--- config.mk ---
export PLATFORM = sky130hd
export DESIGN_NAME = fetch_sequencer
export DESIGN_NICKNAME = d
export VERILOG_FILES = /design/src/rtl/fetch_sequencer.sv
export SDC_FILE = /design/constraint.sdc
export NUM_CORES = 1
export LEC_CHECK = 0
export CORE_ASPECT_RATIO = 0.7
export CORE_MARGIN = 1.5
export CORE_UTILIZATION = 46
export DETAILED_ROUTE_END_ITERATION = 6
export PLACE_DENSITY = 0.91
export SYNTH_ARGS = -nofsm -noshare
export SYNTH_HDL_FRONTEND = slang
export SYNTH_SLANG_ARGS = --single-unit
export TNS_END_PERCENT = 20
--- constraint.sdc ---
create_clock -name clk -period 2.15 [get_ports clk]
set_input_delay 0.3225 -clock clk [delete_from_list [all_inputs] [get_ports clk]]
set_output_delay 0.3225 -clock clk [all_outputs]
set_load 0.02 [all_outputs]
--- src/rtl/fetch_sequencer.sv ---
// Multi-cycle instruction fetch controller: owns the PC, drives imem via req/ready
// and hands each instruction to execute via valid/ready, with redirect, halt and fault handling.
module fetch_sequencer #(
  parameter int                    ADDR_WIDTH = 32,
  parameter logic [ADDR_WIDTH-1:0] RESET_PC   = '0,
  parameter int                    PC_STEP    = 4,
  parameter int                    MAX_WAIT   = 15
) (
  input  logic                  clk,
  input  logic                  reset,
  input  logic                  start,
  output logic                  imem_req,
  output logic [ADDR_WIDTH-1:0] imem_addr,
  input  logic                  imem_ready,
  input  logic [31:0]           imem_rdata,
  output logic                  instr_valid,
  output logic [31:0]           instr,
  output logic [ADDR_WIDTH-1:0] instr_pc,
  input  logic                  instr_ready,
  input  logic                  redirect_valid,
  input  logic [ADDR_WIDTH-1:0] redirect_pc,
  input  logic                  halt_req,
  output logic                  halted,
  output logic                  fetch_error
);
  localparam int CW = $clog2(MAX_WAIT + 1);

  typedef enum logic [2:0] {S_IDLE, S_REQ, S_WAIT, S_ISSUE, S_HALT, S_ERROR} state_t;

  state_t                r_state, w_next;
  logic [ADDR_WIDTH-1:0] r_pc;
  logic [31:0]           r_instr;
  logic [ADDR_WIDTH-1:0] r_instr_pc;
  logic [CW-1:0]         r_wait_cnt;
  logic                  r_halt_pend;

  logic w_hs, w_misalign, w_timeout, w_busy;

  assign w_hs       = (r_state == S_ISSUE) & instr_ready;
  assign w_misalign = r_pc[1:0] != 2'b00;
  assign w_timeout  = r_wait_cnt == CW'(MAX_WAIT - 1);
  assign w_busy     = (r_state == S_REQ) | (r_state == S_WAIT) | (r_state == S_ISSUE);

  always_comb begin
    w_next = r_state;
    case (r_state)
      S_IDLE:  if (halt_req) w_next = S_HALT;
               else if (start) w_next = S_REQ;
      S_REQ:   w_next = w_misalign ? S_ERROR : S_WAIT;
      S_WAIT:  if (imem_ready) w_next = S_ISSUE;
               else if (w_timeout) w_next = S_ERROR;
      S_ISSUE: if (w_hs) w_next = (halt_req | r_halt_pend) ? S_HALT : S_REQ;
      default: w_next = r_state;
    endcase
  end

  always_ff @(posedge clk or negedge reset) begin
    if (!reset) begin
      r_state     <= S_IDLE;
      r_pc        <= RESET_PC;
      r_instr     <= '0;
      r_instr_pc  <= '0;
      r_wait_cnt  <= '0;
      r_halt_pend <= 1'b0;
    end else begin
      r_state <= w_next;
      case (r_state)
        S_REQ:   r_wait_cnt <= '0;
        S_WAIT:  if (imem_ready) begin
                   r_instr    <= imem_rdata;
                   r_instr_pc <= r_pc;
                 end else begin
                   r_wait_cnt <= r_wait_cnt + CW'(1);
                 end
        // Sequential increment wraps modulo 2^ADDR_WIDTH by construction.
        S_ISSUE: if (w_hs) r_pc <= redirect_valid ? redirect_pc : r_pc + ADDR_WIDTH'(PC_STEP);
        default: ;
      endcase
      if (w_busy && halt_req && !w_hs) r_halt_pend <= 1'b1;
    end
  end

  // A misaligned PC must never reach memory, so the strobe is masked in REQ.
  assign imem_req    = (r_state == S_REQ) & ~w_misalign;
  assign imem_addr   = r_pc;
  assign instr_valid = r_state == S_ISSUE;
  assign instr       = r_instr;
  assign instr_pc    = r_instr_pc;
  assign halted      = r_state == S_HALT;
  assign fetch_error = r_state == S_ERROR;
endmodule
Word-level counts from Yosys, hierarchy flattened --
Index checks and enable logic that the tools add are counted.
Word-level totals: register bits after elaboration 104, latch bits 0, bits in writable memories 0, bits in read-only memories 0, input bits 71, output and inout bits 100, word-level logic and storage cells 46, memories kept 0
Operators by class: add/sub/neg operators 2, multipliers 0, div/mod/pow operators 0, $lt $le $gt $ge 0, equal/unequal tests 10, shift operators 0, multiplexer cells 11, bitwise gates (word level) 6, reduce and logical (&&, ||, !) cells 11
Operator list (count):
- $add 32x3->32 const B | 1
- $mux 32 | 1
- $mux 3 | 7
- $pmux 3 s4 | 1
- $pmux 4 s2 | 1
- $eq 3x2->1 const B | 2
- $eq 3x3->1 const B | 2
- $ne 3x3->1 const B | 2
- $reduce_and 2->1 | 3
- $add 4x1->4 const B | 1
- $eq 4x4->1 const B | 1
- $mux 4 | 1
- $reduce_and 4->1 | 1
- $reduce_bool 2->1 | 2
- $reduce_bool 4->1 | 1
- $eq 3x1->1 const B | 1
- $logic_not 3->1 | 1
- $or 1x1->1 | 3
- $and 1x1->1 | 2
- $logic_and 1x1->1 | 2
- $ne 2x1->1 const B | 1
- $ne 2x2->1 const B | 1
- $logic_not 1->1 | 1
- $not 1->1 | 1

Longest topological paths before layout --
depth in word-level cells 5, mapped depth 6, gate-level depth less buffers 5

Least setup slack after synthesis --
No wires, ideal clock.
path type flip-flop to flip-flop, from reg r_pc[13] (netlist: imem_addr[13]), to reg r_pc[30] (netlist: imem_addr[30]), arrival time 2.016 ns, required time 2.063 ns, path slack 0.047 ns, cell stages (with the launch flop) 6, buffers on the path 1, clock period less this slack 2.103 ns, cell sequence dfrtp_1 buf_2 nand4_4 or4_4 or4_4 a211oi_2
Between the ends: word-level cells in the longest chain between the ends 2
RTL lines:
- start, declared | RTL line 31 | logic [ADDR_WIDTH-1:0] r_pc;
- start signal, assigned | RTL line 76 | S_ISSUE: if (w_hs) r_pc <= redirect_valid ? redirect_pc : r_pc + ADDR_WIDTH'(PC_STEP);
- $add 32x3->32 | RTL line 76
- $mux 32 | RTL line 76
No other way between the ends. A chain may end at the register's enable or synchronous reset.

Worst setup path after layout --
from reg r_state[0], to out halted
Between the ends: word-level cells in the longest chain between the ends 1
RTL lines:
- start, declared | RTL line 30 | state_t r_state, w_next;
- start signal, assigned | RTL line 66 | r_state <= w_next;
- $eq 3x3->1 | RTL line 89 | assign halted = r_state == S_HALT;
- end, declared | RTL line 23 | output logic halted,
No other way between the ends.

==> reports/results.txt <==
total track usage: 25.5%
RePlAce Congestion: 0.932
Post-Syn Instances: 453
Leak Pwr: 0.00322 uW
status: finished, final reports clean
Tightest Pin Transition: 0.645 ns
Yosys Warn Count: 0
period utilization: 96.2%
slowest stage cell on the critical path: clkdlybuf4s50_1
DP Worst Slack: -0.125 ns
cell family with most CP delay: buffers and inverters
DR iter-0 viols: 411
Post-CTS Setup Inserts: 0
Die ar.: 11600 um2
Max IR drop VDD: 0.476 mV
Reg-to-Reg Start: r_state[0]$_DFFE_PN0P_
min-delay worst type: primary input to flip-flop
R2R Setup Slk: 0.16 ns
Num CTS Buffers: 9
vias in the first global route: 4646
Port Buf Inserts: 170
CTS Buffer Depth: 2
syn_area_per_cell: 11.1 um2
Max Slew Vio Count: 0
number of synthesized flops with an enable pin: 0
async set-reset flop share out of synthesis: 100%
fin crit period: 2.07 ns
Cell Chain, Critical Path: nor2_2, and2_1, clkdlybuf4s50_1
RSZ-0062 raised after global routing: false
CTS Sinks: 104
Util after Layout: 71.6%
die height: 90.5 um
CTS root buffer: clkbuf_16
Antenna diodes: 0
CP Class: flip-flop to output port
Pre-Repair DR Iteration Count: 5
sequential share of the synthesized area: 51.7%
core area: 10500 um2
final setup fails: 0
fmax: 484 MHz
Placed Cells: 789
post-DR vias/cell: 5.74
fin nets: 727
r2r endpoint: r_state[0]$_DFFE_PN0P_
Final Hold Slack: 0.417 ns
max-cap violations: 0
crit path max fanout: 11
WP buf/inv: 1
Required @ worst endpoint: 1.83 ns
CTS clk-pin slew, worst paths: 0.07 ns
Reg2Reg Depth: 4
post-synth net total: 527
Critical Path Source Type: flip-flop
power per cell area: 549 nW/um2
fin worst setup slack: 0.0825 ns
Yosys cell types: 57
Avg WL per Cell: 17.9 um
Layout Area Growth over Synthesis: 49.4%
Pwr Total: 4130 uW
Slew Limit Headroom: 56.6%
Synth area leader: dfrtp_1
crit path DAT: 1.74 ns
worst skew pair latency: 0.35 ns
DP Wirelength: 10500 um
Final Hold Viols: 0
die width: 128 um
I/O pin count: 171
standard-cell rows: 31
synth top area cells: dfrtp_1, mux2_2, o21ai_0
most common cell in the netlist: dfrtp_1
Total Wirelength: 14400 um
initial antenna violation count: 0
largest net degree at the start of global routing: 46
initial core utilization: 47.9%
post-route insts no fill: 805
Worst setup EP type: output port
beginning of the critical path: r_state[0]$_DFFE_PN0P_
Synth Register Bits: 104
CTS tree: yes
Worst path depth: 3
layout cell share with drive strength beyond 1: 23.0%
commonest cells in the netlist: dfrtp_1, mux2_2, o21ai_0
Critical Path Sink: halted
grt total ovfl: 0
via count of the routed design: 4622
Antenna Nets Post-Route: 0
first-pass GRT wire length: 23400 um
CP peak stage delay: 0.60 ns
Yosys top cell area share: 51.7%
drt drc: 0
Final Skew: 0.00466 ns
CTS H-tree lvls: 3
Netlist Area Pre-Place: 5030 um2
dominant synthesized flop cell: dfrtp_1
## cells in the final DEF (no fill, tap or decap), types with 4 or more instances in the layout
cell type        instances
clkdlybuf4s50_1        167
dfrtp_1                102
mux2_2                  67
buf_4                   47
o21ai_0                 28
nor2_1                  26
nand2_1                 19
nor3_1                  14
a21oi_1                 13
or3_1                   13
nand3_1                 12
nor4_1                   9
nand4_1                  9
a211oi_1                 9
clkbuf_16                9
inv_1                    8
a311oi_1                 8
and4_1                   6
a22oi_1                  5
nand2b_1                 4
and3_1                   4
a31o_2                   4
a31oi_1                  4
o2bb2ai_1                4
## tightest hold or removal path, delay by kind of cell
family | cells | cell delay, ns
buf+inv | 1 | 0.18
compound gates | 1 | 0.07
simple gates | 1 | 0.14
## worst min-delay path by stage
stage | startpoint | slack, ns | to | depth (start not counted)
final | redirect_valid | 0.42 | imem_addr[30]$_DFFE_PN0P_ | 3
after CTS | redirect_valid | 0.41 | imem_addr[30]$_DFFE_PN0P_ | 3
after floorplan | reset | 0.03 | imem_addr[0]$_DFFE_PN0P_ | 0
after global routing | redirect_valid | 0.43 | imem_addr[30]$_DFFE_PN0P_ | 3
after detailed placement | reset | 0.28 | instr_pc[20]$_DFFE_PN0P_ | 1
after global placement | reset | 0.28 | r_wait_cnt[2]$_DFFE_PN0P_ | 1
## kinds of logic (layout without fill, tap and decap cells)
logic type	Yosys count	in the layout	share of synthesized area, %
mux	69	69	15.4
xor+xnor	1	1	0.174
compound gates	97	97	13.1
buf+inv	40	244	3.21
flops	104	104	51.7
fa+ha+maj	3	3	0.746
simple gates	139	139	15.7
## power breakdown
part | switching, uW | internal, uW | total [uW] | leakage [uW]
Sequential | 21.6 | 1990 | 2010 | 0.00137
Combinational | 170 | 224 | 394 | 0.00171
Clock | 707 | 1020 | 1720 | 0.000143
Total | 899 | 3230 | 4130 | 0.00322
## area by class of cell
class,instances,area [um2]
sequential,104,2610
timing repair buffer,220,2110
clock inverter,3,67.6
clock buffer,12,236
multi-input combinational,309,2290
fill,755,2990
inverter,9,33.8
tap,148,185
## state kept, by name, indices dropped and copies added (netlist names)
| name | cells |
|---|---|
| imem_addr | 32 |
| instr | 32 |
| instr_pc | 32 |
| r_halt_pend | 1 |
| r_state | 3 |
| r_wait_cnt | 4 |
## metal layers
metal / up-vias / GRT usage [%] / routed length [um]
met5: - / 0 / 0
met4: 0 / 7.68 / 248
met3: 23 / 7.17 / 1260
met2: 249 / 40.4 / 6750
li1: 2096 / - / -
met1: 2254 / 34.1 / 6140
## through the flow
step           cell area (um2)   TNS, ns
2_1_floorplan             5030         0
3_3_place_gp              7200   -0.0702
3_5_place_dp              7200    -0.125
4_1_cts                   7510  -0.00774
5_1_grt                   7520         0
6_report                  7520         0
## repair_timing
| item | 4_1_cts | 5_1_grt |
|---|---|---|
| hold buffers | 1 | 0 |
| pin swaps | 0 | 0 |
| endpoints found under the setup margin | 2 | 3 |
| endpoints found under the hold margin | 28 | 0 |
| cloned | 0 | 0 |
| gates resized for setup | 1 | 5 |
Power figures use the tool's default switching activity.
